## src/rtl/cache_controller_if.sv

```systemverilog
// Request and higher-memory word handshake between the requester,
// the cache controller and the next memory level.
`timescale 1ns/1ps
interface cache_controller_if;
  logic req_valid;
  logic req_op;
  logic req_done;
  logic hmem_req_valid;
  logic hmem_req_op;
  logic hmem_req_done;

  // Controller side: takes requests, issues word transfers.
  modport slave (
    input  req_valid, req_op, hmem_req_done,
    output req_done, hmem_req_valid, hmem_req_op
  );

  // Environment side: requester plus higher memory.
  modport master (
    output req_valid, req_op, hmem_req_done,
    input  req_done, hmem_req_valid, hmem_req_op
  );
endinterface

```

## src/rtl/cache_controller.sv

```systemverilog
// Cache controller FSM: tag lookup, hit access, and miss recovery
// (dirty-victim writeback, line allocate, install, replay).
// Also keeps saturating hit/miss/writeback statistics.
`timescale 1ns/1ps
module cache_controller #(
  parameter int LINE_SIZE  = 32,
  parameter int READ_ONLY  = 0,
  parameter int STAT_WIDTH = 16
) (
  input  logic                  clk,
  input  logic                  reset_n,
  cache_controller_if.slave     bus,
  input  logic                  valid_block_match,
  input  logic                  valid_dirty_bit,
  input  logic                  counter_done,
  output logic                  miss_recovery_mode,
  output logic                  set_hmem_block_address,
  output logic                  use_victim_tag_for_hmem_block_address,
  output logic                  clear_selected_valid_bit,
  output logic                  finish_new_line_install,
  output logic                  clear_selected_dirty_bit,
  output logic                  set_selected_dirty_bit,
  output logic                  perform_write,
  output logic                  reset_counter,
  output logic                  decrement_counter,
  output logic [STAT_WIDTH-1:0] hit_count,
  output logic [STAT_WIDTH-1:0] miss_count,
  output logic [STAT_WIDTH-1:0] writeback_count
);

  localparam int WORDS_PER_LINE = LINE_SIZE / 4;
  localparam bit RO = (READ_ONLY != 0);

  // The external word counter needs at least one whole word per line.
  if (WORDS_PER_LINE < 1 || (LINE_SIZE % 4) != 0) begin : g_bad_line_size
    $error("cache_controller: LINE_SIZE must be a positive multiple of 4");
  end

  typedef enum logic [1:0] {
    IDLE      = 2'd0,
    LOOKUP    = 2'd1,
    WRITEBACK = 2'd2,
    ALLOCATE  = 2'd3
  } state_t;

  state_t state_q, state_d;
  logic   replay_q, replay_d;
  logic   op_q, op_d;
  logic   inc_hit, inc_miss, inc_wb;
  logic   req_done_c, hmem_valid_c, hmem_op_c;

  assign bus.req_done       = req_done_c;
  assign bus.hmem_req_valid = hmem_valid_c;
  assign bus.hmem_req_op    = hmem_op_c;

  // State, latched request op and replay flag.
  always_ff @(posedge clk or negedge reset_n) begin
    if (!reset_n) begin
      state_q  <= IDLE;
      replay_q <= 1'b0;
      op_q     <= 1'b0;
    end else begin
      state_q  <= state_d;
      replay_q <= replay_d;
      op_q     <= op_d;
    end
  end

  // Next state and all control strobes; hmem_req_done only counts in
  // the two states that hold hmem_req_valid high.
  always_comb begin
    state_d                               = state_q;
    replay_d                              = replay_q;
    op_d                                  = op_q;
    req_done_c                            = 1'b0;
    hmem_valid_c                          = 1'b0;
    hmem_op_c                             = 1'b0;
    miss_recovery_mode                    = 1'b0;
    set_hmem_block_address                = 1'b0;
    use_victim_tag_for_hmem_block_address = 1'b0;
    clear_selected_valid_bit              = 1'b0;
    finish_new_line_install               = 1'b0;
    clear_selected_dirty_bit              = 1'b0;
    set_selected_dirty_bit                = 1'b0;
    perform_write                         = 1'b0;
    reset_counter                         = 1'b0;
    decrement_counter                     = 1'b0;
    inc_hit                               = 1'b0;
    inc_miss                              = 1'b0;
    inc_wb                                = 1'b0;
    unique case (state_q)
      IDLE: begin
        if (bus.req_valid) begin
          op_d    = bus.req_op;
          state_d = LOOKUP;
        end
      end
      LOOKUP: begin
        replay_d = 1'b0;
        if (valid_block_match) begin
          req_done_c = 1'b1;
          if (op_q && !RO) begin
            perform_write          = 1'b1;
            set_selected_dirty_bit = 1'b1;
          end
          inc_hit = !replay_q;
          state_d = IDLE;
        end else begin
          // A miss on replay is recovered again but not recounted.
          inc_miss               = !replay_q;
          set_hmem_block_address = 1'b1;
          reset_counter          = 1'b1;
          if (valid_dirty_bit && !RO) begin
            use_victim_tag_for_hmem_block_address = 1'b1;
            state_d                               = WRITEBACK;
          end else begin
            clear_selected_valid_bit = 1'b1;
            state_d                  = ALLOCATE;
          end
        end
      end
      WRITEBACK: begin
        miss_recovery_mode = 1'b1;
        hmem_valid_c       = 1'b1;
        hmem_op_c          = 1'b1;
        if (bus.hmem_req_done) begin
          if (!counter_done) begin
            decrement_counter = 1'b1;
          end else begin
            clear_selected_dirty_bit = 1'b1;
            set_hmem_block_address   = 1'b1;
            reset_counter            = 1'b1;
            clear_selected_valid_bit = 1'b1;
            inc_wb                   = 1'b1;
            state_d                  = ALLOCATE;
          end
        end
      end
      ALLOCATE: begin
        miss_recovery_mode = 1'b1;
        hmem_valid_c       = 1'b1;
        if (bus.hmem_req_done) begin
          perform_write = 1'b1;
          if (!counter_done) begin
            decrement_counter = 1'b1;
          end else begin
            finish_new_line_install = 1'b1;
            replay_d                = 1'b1;
            state_d                 = LOOKUP;
          end
        end
      end
      default: state_d = IDLE;
    endcase
  end

  // Saturating statistics counters.
  always_ff @(posedge clk or negedge reset_n) begin
    if (!reset_n) begin
      hit_count       <= '0;
      miss_count      <= '0;
      writeback_count <= '0;
    end else begin
      if (inc_hit && hit_count != '1)        hit_count       <= hit_count + 1'b1;
      if (inc_miss && miss_count != '1)      miss_count      <= miss_count + 1'b1;
      if (inc_wb && writeback_count != '1)   writeback_count <= writeback_count + 1'b1;
    end
  end

endmodule

```

## src/flat_wrapper.sv

```systemverilog
// flat-port wrapper written by rule: the top's interface ports become plain ports
module cache_controller_flat 
#(
  parameter int LINE_SIZE  = 32,
  parameter int READ_ONLY  = 0,
  parameter int STAT_WIDTH = 16
)
  (clk, reset_n, valid_block_match, valid_dirty_bit, counter_done, miss_recovery_mode, set_hmem_block_address, use_victim_tag_for_hmem_block_address, clear_selected_valid_bit, finish_new_line_install, clear_selected_dirty_bit, set_selected_dirty_bit, perform_write, reset_counter, decrement_counter, hit_count, miss_count, writeback_count, bus_req_valid, bus_req_op, bus_hmem_req_done, bus_req_done, bus_hmem_req_valid, bus_hmem_req_op);
  cache_controller_if bus_i ();
  input  logic clk;
  input  logic reset_n;
  input  logic valid_block_match;
  input  logic valid_dirty_bit;
  input  logic counter_done;
  output logic miss_recovery_mode;
  output logic set_hmem_block_address;
  output logic use_victim_tag_for_hmem_block_address;
  output logic clear_selected_valid_bit;
  output logic finish_new_line_install;
  output logic clear_selected_dirty_bit;
  output logic set_selected_dirty_bit;
  output logic perform_write;
  output logic reset_counter;
  output logic decrement_counter;
  output logic [STAT_WIDTH-1:0] hit_count;
  output logic [STAT_WIDTH-1:0] miss_count;
  output logic [STAT_WIDTH-1:0] writeback_count;
  input wire logic [$bits(bus_i.req_valid)-1:0] bus_req_valid;
  input wire logic [$bits(bus_i.req_op)-1:0] bus_req_op;
  input wire logic [$bits(bus_i.hmem_req_done)-1:0] bus_hmem_req_done;
  output wire logic [$bits(bus_i.req_done)-1:0] bus_req_done;
  output wire logic [$bits(bus_i.hmem_req_valid)-1:0] bus_hmem_req_valid;
  output wire logic [$bits(bus_i.hmem_req_op)-1:0] bus_hmem_req_op;
  assign bus_i.req_valid = bus_req_valid;
  assign bus_i.req_op = bus_req_op;
  assign bus_i.hmem_req_done = bus_hmem_req_done;
  assign bus_req_done = bus_i.req_done;
  assign bus_hmem_req_valid = bus_i.hmem_req_valid;
  assign bus_hmem_req_op = bus_i.hmem_req_op;
  cache_controller #(.LINE_SIZE(LINE_SIZE), .READ_ONLY(READ_ONLY), .STAT_WIDTH(STAT_WIDTH)) u_core (.clk(clk), .reset_n(reset_n), .bus(bus_i), .valid_block_match(valid_block_match), .valid_dirty_bit(valid_dirty_bit), .counter_done(counter_done), .miss_recovery_mode(miss_recovery_mode), .set_hmem_block_address(set_hmem_block_address), .use_victim_tag_for_hmem_block_address(use_victim_tag_for_hmem_block_address), .clear_selected_valid_bit(clear_selected_valid_bit), .finish_new_line_install(finish_new_line_install), .clear_selected_dirty_bit(clear_selected_dirty_bit), .set_selected_dirty_bit(set_selected_dirty_bit), .perform_write(perform_write), .reset_counter(reset_counter), .decrement_counter(decrement_counter), .hit_count(hit_count), .miss_count(miss_count), .writeback_count(writeback_count));
endmodule
```

## config.mk

```make
export PLATFORM = sky130hd
export DESIGN_NAME = cache_controller_flat
export DESIGN_NICKNAME = d
export VERILOG_FILES = /design/src/rtl/cache_controller_if.sv /design/src/rtl/cache_controller.sv /design/src/flat_wrapper.sv
export SDC_FILE = /design/constraint.sdc
export NUM_CORES = 1
export LEC_CHECK = 0
export ABC_CLOCK_PERIOD_IN_PS = 2120
export BUFFER_PORTS_ARGS = -buffer_cell sky130_fd_sc_hd__buf_2
export CORE_MARGIN = 10
export CORE_UTILIZATION = 53
export CTS_CLUSTER_DIAMETER = 80
export DETAILED_ROUTE_END_ITERATION = 12
export PLACE_DENSITY = 0.8
export SETUP_SLACK_MARGIN = 0.05
export SLEW_MARGIN = 40
export SYNTH_ARGS = -nofsm -noshare
export SYNTH_HDL_FRONTEND = slang
export SYNTH_SLANG_ARGS = --single-unit
```

## constraint.sdc

```tcl
create_clock -name clk -period 2.12 [get_ports clk]
set_input_delay 0.106 -clock clk [delete_from_list [all_inputs] [get_ports clk]]
set_output_delay 0.106 -clock clk [all_outputs]
set_load 0.1 [all_outputs]
```

==> results.ini, run 1 <==
[yosys]
synthTopCellsByCount=dfrtp_1 (52), xnor2_1 (24), nand3_1 (23), nand2_1 (14), nand4_1 (14)
synth_top_area_frac=0.474
syn-num-nets=271
async_reset_ff_frac=1.00
ys.warnings.count=0
ys_seq_area_frac=0.474
synth_edf_count=0
ys_ff_latch=52
synthCells=255
ys_top_cells_by_area=dfrtp_1 (47%), xnor2_1 (7.7%), nand3_1 (4.2%), xor2_1 (3.8%), ha_1 (3.6%)
synth_ff_type=dfrtp_1
synth_area_leader_cell=dfrtp_1
synth.most_common_cell=dfrtp_1
synth.distinct_cells=49
syn_area_um2=2750
avgSynthCellArea_um2=10.8

[timing]
fin_crit_sh=0.912
slew_headroom=0.620
finalSetupViolations=0
rsz0062_at_grt=yes
fin_crit_ns=1.93
finClkSkew_ns=0.00341
fmax_mhz=517
slew_violations=0
tightest_slew_ns=0.569
setup_slack_ns=0.186
hold_viol_final=0

[critical_path]
end_kind=flip-flop
r2r-end=u_core.miss_count[13]
critPathLaunchType=flip-flop
r2r_start=u_core.state_q[1]
r2r_setup_slack_ns=0.19
crit_required_ns=2.30
path_max_fanout=9
cp_data_arrival_time_ns=2.12
reg2regPathDepth=6
worst-setup-path-type=flip-flop to flip-flop

[power_and_ir_drop]
power_mw=4.18
vdd_drop_max_uv=1190
powerDensity_nw_per_um2=1200
leakage_nw=1.58

[flow_run]
maxCapViolCount=0

[global_route]
grt_max_degree=30
grt-ovfl-total=0
grt_pass1_vias=2246
antenna_found_initial=0
grt_pass1_wl_um=10400
track_usage=0.146

[clocking]
cts_tree=done
htreeDepth=2
root_buffer=clkbuf_8
cts_inserted_buffers=5
clkTransAtPathRegs_ns=0.09
clock_latency_ns=0.29
clock_path_buffers=2
cts.sinks=52

[detailed_routing]
dr.pass1.iters=4
routed_via_density=5.45
num_vias=2196
wl_per_cell_um=15.3
drtIter0Drc=68
drcViolationCount=0
ant_nets=0
routed_wl_um=6160

[cells_and_area]
final_nets=348
num_antenna_cells=0
layout.cells.non_filler=403
area.growth.synth_to_final_pct=26.7
final_layout_size_suffix_gt1_frac=0.492
final_core_util=0.685

[min_path]
min_delay_worst_endpoint=u_core.op_q
min_path_type=input pin to flip-flop
hp-start=bus_req_op
hold_depth=2

[floorplan]
placementRows=26
fp.coreArea_um2=5070
initial_utilization=0.541
die_area_um2=8460
die_h_um=92.0
ios=69
die_w_um=92.0

[placed_design]
dp_cells=393
hpwl_um=4830
post-place-ws_ns=0.0394
io_buffers=68
gp_congestion=0.830

[status]
status=finished clean

-- cell usage in the layout (no fill, tap or decap), drive strengths merged, types with 5 or more instances in the layout --
master | synthesis | layout
xor2 | 12 | 12
nand3 | 24 | 24
xnor2 | 24 | 24
nor3 | 12 | 12
dfrtp | 52 | 52
nand2 | 15 | 15
buf | 5 | 74
nor2 | 9 | 9
clkbuf | 0 | 8
nand4 | 16 | 16
and3 | 7 | 7
ha | 8 | 8
inv | 9 | 7
nor4 | 7 | 7
mux2 | 6 | 6
o21a | 5 | 5
-- through the flow --
step                      area, um^2  hold slack (ns)  setup TNS, ns
after floorplan                 2910           -0.190       -0.00132
final                           3480           0.0415              0
after global routing            3480           0.0368              0
after detailed placement        3340            0.137              0
after global placement          3340            0.128              0
after CTS                       3450           0.0312              0
-- worst max-delay path, stage by stage (launching register included) --
cell and delay (ns):
dfrtp_1 0.44, inv_2 0.10, ha_2 0.20, or3b_4 0.45
nor4_2 0.33, nand4_1 0.16, xnor2_1 0.15
-- power by group --
part	internal, mW	leakage [nW]	total (mW)	switching [mW]
combinational	0.453	0.907	2.23	1.78
clock	0.267	0.0455	0.571	0.304
sequential	1.18	0.623	1.37	0.190
-- layer usage --
layer | vias up | share of wire | global-route usage
met3 | 4 | 0.055 | 0.0391
met4 | 0 | 0.0071 | 0.0527
li1 | 1076 | - | -
met1 | 1062 | 0.44 | 0.178
met5 | - | 0 | 0
met2 | 54 | 0.50 | 0.244
-- cell families after synthesis --
| family | synth area share |
|---|---|
| AND/OR/NAND/NOR | 0.259 |
| flip-flops | 0.474 |
| XOR/XNOR | 0.115 |
| AO/OA/AOI/OAI | 0.0574 |
| buffers and inverters | 0.0255 |
| multiplexers | 0.0333 |
| adder cells (fa/ha/maj) | 0.0364 |
-- cell type report --
type | count | area (um^2)
fillers | 410 | 1600
multi-input cells | 189 | 1460
flip-flops and latches | 52 | 1390
repair buffers | 75 | 410
clock buffers | 8 | 90.1
well taps | 70 | 87.6
inverters | 9 | 41.3
-- registers in the layout, indices dropped and copies added, names as in the netlist --
| name | count |
|---|---|
| u_core.miss_count | 16 |
| u_core.writeback_count | 16 |
| u_core.state_q | 2 |
| u_core.hit_count | 16 |
| u_core.replay_q | 1 |
| u_core.op_q | 1 |
-- worst max-delay path by stage --
stage          depth (start not counted)                     end         startpoint
5_1_grt                                8     u_core.hit_count[7]  u_core.state_q[1]
2_1_floorplan                          5  set_hmem_block_address  u_core.state_q[0]
6_report                               6   u_core.miss_count[13]  u_core.state_q[1]
3_3_place_gp                           6   u_core.miss_count[14]  u_core.state_q[1]
4_1_cts                                6   u_core.miss_count[13]  u_core.state_q[1]
3_5_place_dp                           6    u_core.miss_count[8]  u_core.state_q[1]
-- repair_timing --
item / CTS / global route
hold buffers: 1 / 0
gates resized for setup: 3 / 4
setup buffers: 0 / 1
endpoints found under the hold margin: 23 / 0
gates cloned: 0 / 0
setup endpoints to repair: 4 / 13
pin swaps: 0 / 1
Power figures use the tool's default switching activity.
==> run 2, diff against run 1 <==
--- a/config.mk
+++ b/config.mk
@@ -5,13 +5,14 @@
 export SDC_FILE = /design/constraint.sdc
 export NUM_CORES = 1
 export LEC_CHECK = 0
+export ABC_AREA = 1
 export ABC_CLOCK_PERIOD_IN_PS = 2120
 export BUFFER_PORTS_ARGS = -buffer_cell sky130_fd_sc_hd__buf_2
+export CAP_MARGIN = 40
 export CORE_MARGIN = 10
-export CORE_UTILIZATION = 53
+export CORE_UTILIZATION = 40
 export CTS_CLUSTER_DIAMETER = 80
 export DETAILED_ROUTE_END_ITERATION = 12
-export PLACE_DENSITY = 0.8
 export SETUP_SLACK_MARGIN = 0.05
 export SLEW_MARGIN = 40
 export SYNTH_ARGS = -nofsm -noshare
==> run 2 against run 1 <==
Maximum frequency is 2.6% higher. Sequential power barely moved. Critical path type is now flip-flop to output pin. First-iteration DRC count grew 2.9%. Routed wire length rose by 33%. Synthesized cell count is 87% higher. Critical endpoint is now clear_selected_valid_bit. Clock-buffer cell count fell by 2. Via count increased by 41%.
==> results.ini, run 2 <==
[yosys]
ys_seq_area_frac=0.395
avgSynthCellArea_um2=6.90
syn-num-nets=493
ys_ff_latch=52
async_reset_ff_frac=1.00
synthCells=477
ys.warnings.count=0
synthTopCellsByCount=nand2_1 (193), nor2_1 (58), inv_1 (57), dfrtp_1 (52), o21ai_0 (22)
ys_top_cells_by_area=dfrtp_1 (40%), nand2_1 (22%), nor2_1 (6.6%), inv_1 (6.5%), nand4_1 (3.6%)
synth.distinct_cells=31
synth_ff_type=dfrtp_1
synth_edf_count=0
synth.most_common_cell=nand2_1
synth_top_area_frac=0.395
syn_area_um2=3290
synth_area_leader_cell=dfrtp_1

[clocking]
clock_latency_ns=0.31
postCtsSetupBuffers=0
clkTransAtPathRegs_ns=0.09
htreeDepth=2
root_buffer=clkbuf_8
clock_path_buffers=2
cts_inserted_buffers=5
cts.sinks=52
cts_tree=done

[min_path]
hp-start=bus_req_op
min_path_type=input pin to flip-flop
hold_depth=3
min_delay_worst_endpoint=u_core.op_q

[critical_path]
worst-setup-path-type=flip-flop to output pin
reg2regPathDepth=9
r2r_start=u_core.writeback_count[0]
crit_family=flip-flops
slowest_delay_ns=0.43
critPathLaunchType=flip-flop
end_kind=output pin
crit_required_ns=2.01
r2r_setup_slack_ns=0.37
r2r-end=u_core.writeback_count[2]
slowest_stage=dfrtp_1
path_max_fanout=4
cp_data_arrival_time_ns=1.78
path_buf_inv=3
cpMostUsedCell=inv_1
crit_chain=inv_1 > ha_1 > inv_1 > nor2_2 > nand2_1 > a21boi_4 > buf_12

[global_route]
grt_use_met3=0.0335
antenna_found_initial=0
use_met1=0.172
grt-ovfl-total=0
grt_max_degree=37
grtUsageMet2=0.220
track_usage=0.133
busiest_layer=met2
grt_pass1_wl_um=14200
grt_pass1_vias=2939

[placed_design]
post-place-ws_ns=0.228
io_buffers=68
hpwl_um=6410
dpl_cell_area_um2=3840
gp_congestion=0.829
dp_cells=648

[floorplan]
ios=69
die_area_um2=12300
fp.coreArea_um2=8090
initial_utilization=0.407
die_w_um=111
die_h_um=111
placementRows=33

[power_and_ir_drop]
powerDensity_nw_per_um2=1130
vdd_drop_max_uv=764
power_mw=4.46
leakage_nw=1.96

[timing]
fmax_mhz=530
rsz0062_at_grt=no
slew_violations=0
finalSetupViolations=0
fin_crit_sh=0.890
setup_slack_ns=0.234
finClkSkew_ns=0.0120
hold_viol_final=0
slew_headroom=0.667
tightest_slew_ns=0.502
fin_crit_ns=1.89

[detailed_routing]
drtIter0Drc=70
num_vias=3099
ant_nets=0
routed_via_density=4.72
dr.pass1.iters=4
routed_wl_um=8180
wl_per_cell_um=12.5
drcViolationCount=0

[cells_and_area]
fillerInstances=880
num_antenna_cells=0
top_regs=u_core.hit_count: 16 flops, u_core.miss_count: 16 flops, u_core.writeback_count: 16 flops
layout_commonest_cell=nand2_1
final_cell_mix=nand2_1 (191), buf_2 (64), inv_1 (54), nor2_1 (53), dfrtp_1 (46)
final_cell_area_um2=3950
area.growth.synth_to_final_pct=20.0
final_nets=567
layout.cells.non_filler=657
final_layout_size_suffix_gt1_frac=0.216
final_core_util=0.488

[flow_run]
maxCapViolCount=0

[status]
status=finished clean

run 2: cells by family (layout without fill, tap and decap cells):
family | Yosys count | in the layout | share of synthesized area
simple gates | 303 | 303 | 0.388
buf+inv | 64 | 139 | 0.0824
flops | 52 | 52 | 0.395
compound gates | 35 | 35 | 0.0646
xor+xnor | 15 | 15 | 0.0399
fa+ha+maj | 8 | 8 | 0.0304
run 2: cell type report:
type / instances / area [um^2] / share of cell area
well taps: 105 / 131 / 0.0332
multi-input cells: 361 / 1800 / 0.455
inverters: 58 / 220 / 0.0557
repair buffers: 73 / 403 / 0.102
flip-flops and latches: 52 / 1310 / 0.331
clock buffers: 6 / 82.6 / 0.0209
clock inverters: 2 / 10.0 / 0.00253
run 2: worst max path at each step:
stage	start	to	slack (ns)	cells after the start
after global placement	u_core.miss_count[0]	u_core.miss_count[10]	0.27	8
after detailed placement	u_core.state_q[1]	u_core.miss_count[11]	0.23	6
final	u_core.state_q[1]	clear_selected_valid_bit	0.23	7
after global routing	u_core.state_q[1]	clear_selected_valid_bit	0.12	7
after floorplan	u_core.state_q[0]	decrement_counter	-0.26	5
after CTS	u_core.state_q[1]	reset_counter	0.09	6
run 2: layer usage:
layer,wire length [um],vias to the layer above
met2,3930,52
met3,369,4
met4,45,0
li1,-,1636
met1,3840,1407
met5,0,-
run 2: repair_timing:
| item | in CTS | in global routing |
|---|---|---|
| endpoints found under the setup margin | 0 | 6 |
| gates resized for setup | 0 | 4 |
| hold buffers | 1 | 0 |
| hold endpoints to repair | 34 | 0 |
run 2: power by group:
| group | total (mW) | switching (mW) | internal, mW |
|---|---|---|---|
| Combinational | 2.48 | 2.01 | 0.472 |
| Clock | 0.594 | 0.332 | 0.262 |
| Sequential | 1.39 | 0.227 | 1.16 |
run 2: stage by stage:
| stage | hold slack (ns) | TNS (ns) |
|---|---|---|
| finish | 0.0647 | 0 |
| global route | 0.0989 | 0 |
| CTS | 0.0618 | 0 |
| detailed placement | 0.105 | 0 |
| global placement | 0.264 | 0 |
| floorplan | -0.190 | -0.716 |
run 2: tightest hold or removal path: stages:
cell	delay [ns]
buf_2	0.08
nor2_1	0.04
a21oi_1	0.10
==> run 3, diff against run 2 <==
--- a/config.mk
+++ b/config.mk
@@ -13,8 +13,8 @@
 export CORE_UTILIZATION = 40
 export CTS_CLUSTER_DIAMETER = 80
 export DETAILED_ROUTE_END_ITERATION = 12
+export PLACE_DENSITY = 0.63
 export SETUP_SLACK_MARGIN = 0.05
-export SLEW_MARGIN = 40
 export SYNTH_ARGS = -nofsm -noshare
 export SYNTH_HDL_FRONTEND = slang
 export SYNTH_SLANG_ARGS = --single-unit
==> run 3 against run 2 <==
Largest power group unchanged. Global-route usage up 0.12 points. Highest routed layer unchanged. Critical path depth is 1 lower. Routed wire length decreased by 0.21%. Hold slack got worse by 0.0012 ns. Cell count stayed put. Via count fell by 0.84%. Clock-buffer cell count rose by 1. Critical endpoint is now reset_counter. First-iteration DRC count is 29% higher.
==> results.ini, run 3 (same netlist as run 2, synthesis figures left out) <==
[detailed_routing]
routed_via_density=4.68
wl_per_cell_um=12.4
ant_nets=0
drcViolationCount=0
num_vias=3073
dr.pass1.iters=4
drtIter0Drc=90
routed_wl_um=8170

[floorplan]
fp.coreArea_um2=8090
ios=69
die_area_um2=12300
placementRows=33
die_w_um=111
initial_utilization=0.407
die_h_um=111

[placed_design]
gp_congestion=0.839
post-place-ws_ns=0.207
dpl_cell_area_um2=3840
dp_cells=648
io_buffers=68
hpwl_um=6390

[timing]
hold_viol_final=0
slew_violations=0
finalSetupViolations=0
setup_slack_ns=0.158
finClkSkew_ns=0.0117
rsz0062_at_grt=yes
fin_crit_sh=0.926
fin_hold_ws_ns=0.0635
tightest_slew_ns=0.659
slew_headroom=0.561
fmax_mhz=510
fin_crit_ns=1.96

[global_route]
track_usage=0.134
grt_pass1_vias=2968
grt_pass1_wl_um=14200
grt_max_degree=29
antenna_found_initial=0
grt-ovfl-total=0

[power_and_ir_drop]
vdd_drop_max_uv=823
leakage_nw=1.96
powerDensity_nw_per_um2=1130

[clocking]
clock_path_buffers=2
cts_inserted_buffers=5
clock_latency_ns=0.31
root_buffer=clkbuf_8
postCtsSetupBuffers=0
cts_tree=done
htreeDepth=2
clkTransAtPathRegs_ns=0.10
cts.sinks=52

[critical_path]
slowest_delay_ns=0.44
crit_required_ns=2.01
end_kind=output pin
crit_family=buffers and inverters
path_max_fanout=8
worst-setup-path-type=flip-flop to output pin
path_buf_inv=3
slowest_stage=dfrtp_1
cp_data_arrival_time_ns=1.86
crit_chain=inv_2 > ha_4 > inv_4 > nor2_4 > o21a_4 > buf_2
critPathLaunchType=flip-flop

[cells_and_area]
final_nets=567
num_antenna_cells=0
layout_commonest_cell=nand2_1
top_regs=u_core.hit_count: 16 flops, u_core.miss_count: 16 flops, u_core.writeback_count: 16 flops
layout.cells.non_filler=657
final_cell_mix=nand2_1 (191), buf_2 (67), inv_1 (54), nor2_1 (53), dfrtp_1 (46)
final_cell_area_um2=3950
final_layout_size_suffix_gt1_frac=0.214
area.growth.synth_to_final_pct=19.8

[flow_run]
maxCapViolCount=0

[min_path]
min_path_type=input pin to flip-flop

[status]
status=finished clean

==> run 3: where the power goes <==
group	total (mW)	internal (mW)	switching [mW]
Clock	0.610	0.267	0.343
Sequential	1.39	1.16	0.229
Combinational	2.47	0.465	2.01
Total	4.47	1.89	2.58
==> run 3: what timing repair did <==
item / in CTS / in global routing
endpoints found under the hold margin: 26 / 0
resized for setup: 0 / 2
endpoints found under the setup margin: 0 / 8
hold buffers: 1 / 0
==> run 3: path summary, 6_finish.rpt <==
path | start | end | slack (ns) | depth (start not counted)
max reg2reg | u_core.writeback_count[0] | u_core.writeback_count[2] | 0.38 | 9
min | bus_req_op | u_core.op_q | 0.06 | 3
max in group asynchronous | reset_n | u_core.writeback_count[1] | 1.02 | 3
min reg2reg | u_core.writeback_count[8] | u_core.writeback_count[8] | 0.52 | 1
min in group asynchronous | reset_n | u_core.miss_count[15] | 0.36 | 2
max | u_core.state_q[0] | reset_counter | 0.16 | 6
==> run 3: worst min-delay path, cell delays in order <==
cell and delay, ns:
buf_2 0.08, nor2_1 0.03, a21oi_1 0.11
==> run 3: stage by stage <==
stage	setup TNS, ns	util	power [mW]
6_report	0	0.488	4.47
5_1_grt	0	0.488	4.73
4_1_cts	0	0.487	4.52
3_5_place_dp	0	0.474	3.89
3_3_place_gp	0	0.474	3.87
2_1_floorplan	-0.716	-	3.51
==> run 3: layout make-up <==
type	instances	area (um^2)
sequential	52	1310
clock inverter	1	7.51
clock buffer	7	86.3
fill	834	4150
timing repair buffer	73	395
multi-input combinational	361	1800
inverter	58	220
tap	105	131
==> run 3: routing by layer <==
layer  global-route usage  share of wire
met5                    0              0
met4               0.0321          0.010
met3               0.0346          0.044
met2                0.230           0.47
met1                0.163           0.47
